`src/rtl/bus_arbiter_pkg.sv`:
```
// bus_arbiter_pkg
//   Shared types and constants for the bus_arbiter slice.
//   - state_e        : arbiter FSM states (IDLE, ISSUE, WAIT)
//   - CORE / DEBUG   : requester indices (RISC-V core, debug system-bus access)
//   - NumRequesters  : number of requesters sharing the bus
package bus_arbiter_pkg;

  typedef enum logic [1:0] {
    IDLE  = 2'd0,
    ISSUE = 2'd1,
    WAIT  = 2'd2
  } state_e;

  localparam int unsigned CORE          = 0;
  localparam int unsigned DEBUG         = 1;
  localparam int unsigned NumRequesters = 2;

endpackage

```
`src/rtl/arb_grant.sv`:
```
// arb_grant
//   Combinational two-way grant.
//   Configuration macro: BUS_ARBITER__ROUND_ROBIN_EN
//     defined   : on a tie the requester that did not win last time is granted
//     undefined : fixed priority, DEBUG always wins a tie (last_grant_i ignored)
//   Ports:
//     valid_i      [2] request valid per requester
//     last_grant_i     index of the most recently accepted requester
//     grant_o      [2] one-hot grant (all zero when nothing is valid)
//     grant_idx_o      index of the granted requester
module arb_grant
  import bus_arbiter_pkg::*;
(
  input  logic [NumRequesters-1:0] valid_i,
  input  logic                     last_grant_i,
  output logic [NumRequesters-1:0] grant_o,
  output logic                     grant_idx_o
);

  logic tie_winner;

`ifdef BUS_ARBITER__ROUND_ROBIN_EN
  assign tie_winner = ~last_grant_i;
`else
  logic unused_last_grant;
  assign unused_last_grant = last_grant_i;
  assign tie_winner        = 1'(DEBUG);
`endif

  always_comb begin
    grant_o     = '0;
    grant_idx_o = 1'b0;
    if (valid_i == '1) begin
      grant_idx_o = tie_winner;
    end else begin
      // A lone requester wins regardless of history.
      grant_idx_o = valid_i[DEBUG];
    end
    if (|valid_i) begin
      grant_o[grant_idx_o] = 1'b1;
    end
  end

endmodule

```
`src/rtl/bus_arbiter.sv`:
```
// bus_arbiter
//   Shares one memory bus between the core (requester 0) and the debug
//   system-bus-access port (requester 1). One transaction in flight; the
//   response is routed back to its owner; hung accesses are terminated with
//   an error response after TimeoutCycles cycles in ISSUE/WAIT.
//   Configuration macro: BUS_ARBITER__ROUND_ROBIN_EN (round-robin tie-break,
//   otherwise debug wins ties).
//   Ports:
//     clk, rst_n                    clock, asynchronous active-low reset
//     req_valid/ready/write [2]     per-requester handshake and direction
//     req_addr/wdata/be     [2][*]  per-requester request fields
//     rsp_valid             [2]     one-cycle response pulse to the owner
//     rsp_rdata, rsp_error          shared response payload
//     mem_valid/write/addr/wdata/be downstream request
//     mem_ready                     downstream accept
//     mem_rsp_valid, mem_rdata      downstream response
module bus_arbiter
  import bus_arbiter_pkg::*;
#(
  parameter  int unsigned DataWidth        = 32,
  parameter  int unsigned ByteAddressWidth = 32,
  parameter  int unsigned ByteSize         = 8,
  parameter  int unsigned TimeoutCycles    = 255,
  localparam int unsigned Lanes            = DataWidth / ByteSize
) (
  input  logic                                          clk,
  input  logic                                          rst_n,
  input  logic [NumRequesters-1:0]                      req_valid,
  output logic [NumRequesters-1:0]                      req_ready,
  input  logic [NumRequesters-1:0]                      req_write,
  input  logic [NumRequesters-1:0][ByteAddressWidth-1:0] req_addr,
  input  logic [NumRequesters-1:0][DataWidth-1:0]       req_wdata,
  input  logic [NumRequesters-1:0][Lanes-1:0]           req_be,
  output logic [NumRequesters-1:0]                      rsp_valid,
  output logic [DataWidth-1:0]                          rsp_rdata,
  output logic                                          rsp_error,
  output logic                                          mem_valid,
  output logic                                          mem_write,
  output logic [ByteAddressWidth-1:0]                   mem_addr,
  output logic [DataWidth-1:0]                          mem_wdata,
  output logic [Lanes-1:0]                              mem_be,
  input  logic                                          mem_ready,
  input  logic                                          mem_rsp_valid,
  input  logic [DataWidth-1:0]                          mem_rdata
);

  localparam int unsigned     CntW    = $clog2(TimeoutCycles + 1);
  localparam logic [CntW-1:0] CntMax  = CntW'(TimeoutCycles);
  localparam logic [CntW-1:0] CntLast = CntW'(TimeoutCycles - 1);

  state_e                      state_q, state_d;
  logic                        owner_q;
  logic                        last_grant_q;
  logic                        write_q;
  logic [ByteAddressWidth-1:0] addr_q;
  logic [DataWidth-1:0]        wdata_q;
  logic [Lanes-1:0]            be_q;
  logic [CntW-1:0]             cnt_q;
  logic [NumRequesters-1:0]    rsp_valid_q;
  logic [DataWidth-1:0]        rsp_rdata_q;
  logic                        rsp_error_q;

  logic [NumRequesters-1:0]    grant;
  logic                        grant_idx;
  logic                        accept;
  logic                        expired;
  logic                        done_ok;
  logic                        done_err;

  arb_grant u_arb_grant (
    .valid_i      (req_valid),
    .last_grant_i (last_grant_q),
    .grant_o      (grant),
    .grant_idx_o  (grant_idx)
  );

  // cnt_q holds (cycles spent in ISSUE/WAIT) - 1, so expiry is seen in the
  // TimeoutCycles-th such cycle. It saturates so a handshake landing on the
  // expiry cycle still leaves the following WAIT cycle expired.
  assign expired = (cnt_q >= CntLast);

  always_ff @(posedge clk or negedge rst_n) begin
    if (!rst_n) begin
      state_q <= IDLE;
    end else begin
      state_q <= state_d;
    end
  end

  // Completion by the subordinate always outranks expiry in the same cycle.
  always_comb begin
    state_d  = state_q;
    accept   = 1'b0;
    done_ok  = 1'b0;
    done_err = 1'b0;
    unique case (state_q)
      IDLE: begin
        if (|req_valid) begin
          accept  = 1'b1;
          state_d = ISSUE;
        end
      end
      ISSUE: begin
        if (mem_ready) begin
          state_d = WAIT;
        end else if (expired) begin
          done_err = 1'b1;
          state_d  = IDLE;
        end
      end
      WAIT: begin
        if (mem_rsp_valid) begin
          done_ok = 1'b1;
          state_d = IDLE;
        end else if (expired) begin
          done_err = 1'b1;
          state_d  = IDLE;
        end
      end
      default: state_d = IDLE;
    endcase
  end

  // rst_n gates req_ready so nothing looks accepted while reset is held.
  always_comb begin
    req_ready = '0;
    mem_valid = 1'b0;
    if (state_q == IDLE && rst_n) begin
      req_ready = grant;
    end
    if (state_q == ISSUE) begin
      mem_valid = 1'b1;
    end
  end

  always_ff @(posedge clk or negedge rst_n) begin
    if (!rst_n) begin
      owner_q      <= 1'b0;
      last_grant_q <= 1'b1;
      write_q      <= 1'b0;
      addr_q       <= '0;
      wdata_q      <= '0;
      be_q         <= '0;
      cnt_q        <= '0;
      rsp_valid_q  <= '0;
      rsp_rdata_q  <= '0;
      rsp_error_q  <= 1'b0;
    end else begin
      rsp_valid_q <= '0;
      if (accept) begin
        owner_q      <= grant_idx;
        last_grant_q <= grant_idx;
        write_q      <= req_write[grant_idx];
        addr_q       <= req_addr[grant_idx];
        wdata_q      <= req_wdata[grant_idx];
        be_q         <= req_be[grant_idx];
        cnt_q        <= '0;
      end else if (state_q != IDLE && cnt_q != CntMax) begin
        cnt_q <= cnt_q + 1'b1;
      end
      if (done_ok) begin
        rsp_valid_q[owner_q] <= 1'b1;
        rsp_rdata_q          <= write_q ? '0 : mem_rdata;
        rsp_error_q          <= 1'b0;
      end else if (done_err) begin
        rsp_valid_q[owner_q] <= 1'b1;
        rsp_rdata_q          <= '0;
        rsp_error_q          <= 1'b1;
      end
    end
  end

  assign rsp_valid = rsp_valid_q;
  assign rsp_rdata = rsp_rdata_q;
  assign rsp_error = rsp_error_q;
  assign mem_write = write_q;
  assign mem_addr  = addr_q;
  assign mem_wdata = wdata_q;
  assign mem_be    = be_q;

endmodule

```
`config.mk`:
```
export PLATFORM = sky130hd
export DESIGN_NAME = bus_arbiter
export DESIGN_NICKNAME = d
export VERILOG_FILES = /design/src/rtl/bus_arbiter_pkg.sv /design/src/rtl/arb_grant.sv /design/src/rtl/bus_arbiter.sv
export SDC_FILE = /design/constraint.sdc
export NUM_CORES = 1
export LEC_CHECK = 0
export CAP_MARGIN = 20
export CORE_MARGIN = 2
export CORE_UTILIZATION = 32
export DETAILED_ROUTE_END_ITERATION = 16
export PLACE_DENSITY = 0.82
export SETUP_SLACK_MARGIN = 0.1
export SYNTH_ARGS = -nofsm -noshare
export SYNTH_HDL_FRONTEND = slang
export SYNTH_SLANG_ARGS = --single-unit
```
`constraint.sdc`:
```
create_clock -name clk -period 1.82 [get_ports clk]
set_clock_uncertainty 0.05 [all_clocks]
set_input_delay 0.455 -clock clk [delete_from_list [all_inputs] [get_ports clk]]
set_output_delay 0.455 -clock clk [all_outputs]
set_load 0.03 [all_outputs]
```
=== Word-level counts from Yosys, hierarchy flattened ===
Index checks and enable logic that the tools add are counted.

* Bitwise logic cells: 0
* Reduce and logical (&&, ||, !) cells: 9
* Multiply operators: 0
* Div/mod/pow operators: 0
* Equality and inequality tests: 5
* Shifts and indexed selects: 0
* Mux-type cells: 38
* $add $sub $neg: 1
* Order comparisons: 5

{| class="wikitable"
|+ Operators by type and width
! cell !! number
|-
| 2-to-1 mux 32 bit || 7
|-
| 2-to-1 mux 2 bit || 8
|-
| 2-to-1 mux 8 bit || 2
|-
| 2-to-1 mux 1 bit || 15
|-
| adder 8 x 1 -> 8 bit (second input constant) || 1
|-
| >= comparator 8 bit (second input constant) || 1
|-
| 2-to-1 mux 4 bit || 2
|-
| inequality test 8 bit (second input constant) || 1
|-
| case mux 2 bit (3 select lines) || 1
|-
| nonzero test 2 bit || 3
|-
| equality test 2 bit (second input constant) || 2
|-
| logical AND 1 bit || 4
|-
| < comparator 1 x 2 -> 1 bit (second input constant) || 2
|-
| demux 1 bit (select 1 bit) || 2
|-
| equality test 2 x 1 -> 1 bit (second input constant) || 1
|-
| >= comparator 1 bit (second input constant) || 2
|-
| zero test 2 bit || 1
|-
| inequality test 2 bit (second input constant) || 1
|-
| case mux 1 bit (2 select lines) || 1
|-
| OR reduction 2 bit || 1
|}

* Output and inout bits: 107
* Input bits: 176
* Bits in read-only memories: 0
* Register bits: 115
* Bits in latches: 0
* Memory bits (writable): 0
* Logic and storage cells: 68
* Memories: 0

=== Longest topological paths before layout ===
Gate-level depths: netlist (run 1).

* Depth in word-level cells: 8
* Gate-level depth with buffers: 8
* Mapped depth without buffers: 6

=== Modules after synthesis ===
A second synthesis (run 1) with hierarchy kept.

* Cells, all modules: 463
* Area, all modules: 5139.9 sq um

{| class="wikitable"
|+ Modules (own cells, without submodules)
! module !! sequential area each (sq um) !! cells each !! area an instance (sq um) !! times used
|-
| bus_arbiter || 2904.0 || 460 || 5126.2 || 1
|-
| arb_grant || 0.0 || 3 || 13.8 || 1
|}

=== Worst setup path after synthesis (run 1) ===
No wires, ideal clock.

* Path type: input port to output port
* Start point: input req_valid[1]
* End point: output req_ready[1]
* Required time: 1315 ps
* Path buffers: 2
* Cell stages on the path: 3
* Arrival: 1418 ps
* Slack: -103 ps
* Path through: buf_2 clkbuf_1 and3_1

* Longest elaborated chain between the ends: 8
* Elaborated cells between the ends (all ways): 10
* Those cells by class: order compare: 2; eq/ne: 1; mux: 5; reduce/logical: 2

{| class="wikitable"
|+ Ends and longest elaborated chain
! element !! line !! text
|-
| start: declaration || bus_arbiter.sv:28 || <nowiki>input logic [NumRequesters-1:0] req_valid,</nowiki>
|-
| equality test 2 bit || arb_grant.sv:33 || <nowiki>if (valid_i == '1) begin</nowiki>
|-
| 2-to-1 mux 1 bit || arb_grant.sv:33 ||
|-
| < comparator 1 x 2 -> 1 bit (not written as such) or >= comparator 1 bit (tied branches) || arb_grant.sv:40 || <nowiki>grant_o[grant_idx_o] = 1'b1;</nowiki>
|-
| logical AND 1 bit (not written as such) || arb_grant.sv:40 ||
|-
| 2-to-1 mux 1 bit (not written as such) || arb_grant.sv:40 ||
|-
| demux 1 bit (select 1 bit) || - ||
|-
| 2-to-1 mux 2 bit * || arb_grant.sv:39 || <nowiki>if (|valid_i) begin</nowiki>
|-
| 2-to-1 mux 2 bit * || bus_arbiter.sv:128 || <nowiki>if (state_q == IDLE && rst_n) begin</nowiki>
|-
| end: declaration || bus_arbiter.sv:29 || <nowiki>output logic [NumRequesters-1:0] req_ready,</nowiki>
|}

Mark *: on every way between the ends. The rest lies on a longest branch, timed or not.

=== Final worst setup path (run 1) ===
* Start point: register state_q[1]
* End point: output req_ready[0]

* Longest elaborated chain between the ends: 3

{| class="wikitable"
|+ Ends and longest elaborated chain
! element !! line !! text
|-
| start: declaration || bus_arbiter.sv:51 || <nowiki>state_e state_q, state_d;</nowiki>
|-
| start signal: assignment || bus_arbiter.sv:86 || <nowiki>state_q <= state_d;</nowiki>
|-
| zero test 2 bit || bus_arbiter.sv:128 ||
|-
| logical AND 1 bit || bus_arbiter.sv:128 ||
|-
| 2-to-1 mux 2 bit || bus_arbiter.sv:128 ||
|}

Every way passes these cells.

==> reports/summary.md, run 1 <==
Total chip power: 0.0142 W. The average routed wire per standard cell is 15.0 microns. The count of standard-cell rows was 46. The capture point of the worst path was req_ready[0]. For the final max-slew violation count, the log shows 0.

In this run, CTS created clock tree buffers numbering 17. The wire-length estimate of the detail-placed layout is 11.2 mm. The worst register-to-register path ends at rsp_rdata[31]. For the number of hold violations in the final report, the log shows 0.

The buffers plus inverters on the worst setup path is 2, and the maximum buffer depth of the clock tree is 2. The worst max-slew margin expressed relative to the limit is 59.6%. STA classifies the critical path startpoint as a register. The die covers 0.0170 sq mm.

In the synthesized netlist the async set-or-reset flop fraction comes to 100%. The post-route DRC violation count was 0; the utilization after layout was 57.8%. Setup repair after global routing could not meet its margin everywhere.

After detailed placement, the design holds a cell count of 958. TritonCTS built the clock tree. The tools report the post-detailed-routing wire length as 15.0 mm. Data on the critical path is required at its endpoint by 1.31 ns. Critical path class: reg -> out. The maximum cell stage delay along the critical path was 0.39 ns. The first detailed-routing pass ran for 5 iterations.

On the critical path the largest part of the delay comes from flip-flops. The run gives 1.41 ns as the arrival time of data at the critical path endpoint. The synthesized netlist devotes 1.47% of its cell area to adder and majority cells. The clock tree root driver cell was clkbuf_16.

Of the synthesized area, sequential elements account for 56.3%. The total of warnings raised by yosys is 0. In this run the critical register-to-register path is launched from state_q[0].

Measured in cells, the most critical reg-to-reg path has a length of 9. The quantity of I/O buffers inserted on ports works out to 282. The compound-gate portion of the synthesized area works out to 16.0%. The min-delay analysis places its worst path in the category in -> async. The logs give 633 for the net count of the mapped netlist and 0 for the reported max-cap violation count. In this run the static leakage power is 4.34 nW. Routability-driven placement finished with a final weighted congestion of 0.737. Setup violations remaining at the end of the flow were counted as 6. The tools report the total global routing overflow as 0.

The final cycle utilization of the critical path was 105%; the maximum number of pins on one net before global-route repair was 116. The logs give -0.01 ns for the register-to-register setup slack and 451 for the post-synthesis instance total. The later pin in the worst-skew pair is clocked with a latency of 0.40 ns. The synthesized netlist contains 31 unique library cells. The H-tree was split into 4 levels. Summing over every cut layer, the via total after detailed routing is 4583.

Of the total synthesized cell area, the portion taken by AND, OR, NAND and NOR gates is 8.33%. The critical path depth in cells is 4, and the net total in the final layout is 953. The total clock sinks is 115, and the per-instance average area after synthesis is 11.3 sq um. The finished layout holds 1000 standard cells, fillers aside. The dominant synthesized flop cell was dfrtp_1. The shortest clock period the worst path allows after layout is 1.91 ns, and the highest net fanout along the worst path is 4. The highest ir drop seen on vdd was 0.687 mV; the clock-pin slew of the registers on the worst-case setup and hold paths was 0.05 ns. Timing would allow up to 0.524 GHz.

The aggregate global-route resource usage is 17.8%, and the power density relative to cell area is 1560 mW/mm^2. The share of cell area taken by muxes after synthesis was 14.3%. Among all stages on the critical path, the largest delay is contributed by dfrtp_1.

For the pin with the worst max-slew slack, the measured transition is 0.606 ns. The floorplan step set the die height to 130 microns. The run gives 0.0158 sq mm as the core outline area.

The run gives 23.3 mm as the wire length of the first global-routing pass. The synthesized design contains 0 enable-type register cells. The count of nets left with antenna violations once routing finished came out at 0. The ratio of cells with drive above 1 in the final layout works out to 15.7%. After the first detailed-routing iteration, the DRC count stood at 141. The summed instance area of the synthesized netlist came out at 0.00511 sq mm. Walking the worst path, the cells encountered are inv_2, ha_4, and4b_2, buf_12.

Hold repair after CTS inserted 0 buffers. The worst setup path is captured at an output pin. The main combinational cell family by area after synthesis is compound AO/OA/AOI/OAI gates. The die is 130 microns wide. The layout-stage area growth over the synthesis result was 78.3%; the number of global-route vias before repair was 4637. In this run, synthesis produced a sequential element count of 115.

For the starting utilization of the core area, the log shows 32.4%. The run finished, with violations left. Summing the areas of all xor and xnor instances in the mapped netlist gives 0% of the synthesized area. The post-layout worst setup margin was -0.0902 ns.

For the number of antenna violations at the first check in global routing, the log shows 0. The number of antenna diodes in the final layout is 0. The checks that failed: negative setup slack. The launch point of the worst path is state_q[1]. The average via count per standard cell was 4.58; the total I/O pin count was 283.
[cells in the mapped netlist (3+ instances only)]
cell type,n,share of area [%]
nor2_1,4,0.29
inv_1,5,0.37
and3_1,3,0.37
clkbuf_1,13,0.96
mux2i_1,73,14
a31oi_1,4,0.49
buf_2,14,1.4
a22o_1,16,2.7
and3_2,3,0.44
nor2b_1,3,0.37
ha_1,6,1.5
buf_6,4,0.88
dfrtp_1,115,56
o21ai_0,71,7.0
a22o_2,17,3.3
nand2_1,80,5.9
[repair_timing]
action                                  CTS  global route
resized for setup                       122            33
endpoints found under the setup margin  127            67
pin swaps                                 3             2
setup buffers                             7             2
cloned                                    2             0
[sequential cells by signal, summed over array words and instances, names as in the netlist]
name and cells:
cnt_q 8, mem_addr 32, mem_be 4, mem_wdata 32, mem_write 1, owner_q 1, rsp_error 1, rsp_rdata 32
rsp_valid 2, state_q 2
[layout by cell type, fill, tap and decap left out, types with 3 or more instances in the layout]
master,Yosys,final
a22o_1,16,16
a22o_2,17,17
a31oi_1,4,4
and3_2,3,3
buf_12,0,11
buf_4,0,37
buf_6,4,5
clkbuf_1,13,4
clkbuf_16,0,17
clkbuf_2,0,5
clkdlybuf4s15_1,0,25
clkdlybuf4s50_1,0,173
clkinv_2,0,5
dfrtp_1,115,115
dlygate4sd2_1,0,74
ha_1,6,3
ha_4,0,3
inv_1,5,3
mux2i_1,73,73
nand2_1,80,80
nor2_1,4,3
o21ai_0,71,71
[cell families after synthesis]
family	Yosys count
AOI/OAI and AO/OA	121
and+or+nand+nor	100
adders and majority gates	6
buffers and inverters	36
DFF	115
muxes	73
[power breakdown]
group          total [W]  internal [W]  switching, W
Sequential       0.00422       0.00366      0.000561
Combinational    0.00683       0.00275       0.00408
Clock            0.00319       0.00204       0.00115
[stage by stage]
step / TNS [ns] / setup slack, ns / hold WS, ns / cell area, sq um
floorplan: 0 / 0.103 / 0.109 / 5120
global placement: -2.44 / -0.0856 / 0.409 / 8480
detailed placement: -3.50 / -0.104 / 0.418 / 8480
CTS: -0.174 / -0.118 / 0.143 / 9090
global route: -3.10 / -0.171 / 0.160 / 9110
finish: -0.132 / -0.0902 / 0.114 / 9110
[worst min-delay path by stage]
| stage | from | to | slack, ns | cells past startpoint |
|---|---|---|---|---|
| floorplan | rst_n | cnt_q[0] | 0.11 | 0 |
| global placement | mem_wdata[10] | mem_wdata[10] | 0.41 | 2 |
| detailed placement | mem_addr[23] | mem_addr[23] | 0.42 | 2 |
| CTS | rst_n | rsp_rdata[26] | 0.14 | 2 |
| global route | rst_n | mem_addr[22] | 0.16 | 2 |
| finish | rst_n | mem_addr[23] | 0.11 | 2 |
[cell type report]
type / instances / area [sq um]
Clock buffer: 22 / 454
Sequential cell: 115 / 2880
Multi-Input combinational cell: 300 / 2110
Timing Repair Buffer: 332 / 3260
Fill cell: 1350 / 6660
Inverter: 5 / 18.8
Tap cell: 216 / 270
Clock inverter: 10 / 109
[routing by layer]
layer	GRT usage, %	wire length (microns)
met1	19.5	5720
met2	31.6	7710
met3	7.87	1410
met4	4.82	198
met5	0	0
Note: power is estimated with default switching activity, not from simulation.
==> run 2, diff against run 1 <==
--- a/config.mk
+++ b/config.mk
@@ -5,12 +5,14 @@
 export SDC_FILE = /design/constraint.sdc
 export NUM_CORES = 1
 export LEC_CHECK = 0
+export ABC_CLOCK_PERIOD_IN_PS = 1820
 export CAP_MARGIN = 20
 export CORE_MARGIN = 2
 export CORE_UTILIZATION = 32
 export DETAILED_ROUTE_END_ITERATION = 16
 export PLACE_DENSITY = 0.82
 export SETUP_SLACK_MARGIN = 0.1
+export SLEW_MARGIN = 10
 export SYNTH_ARGS = -nofsm -noshare
 export SYNTH_HDL_FRONTEND = slang
 export SYNTH_SLANG_ARGS = --single-unit
==> results of run 2 <==
Same layout as run 1: the final DEF is identical, and so are final timing and power.
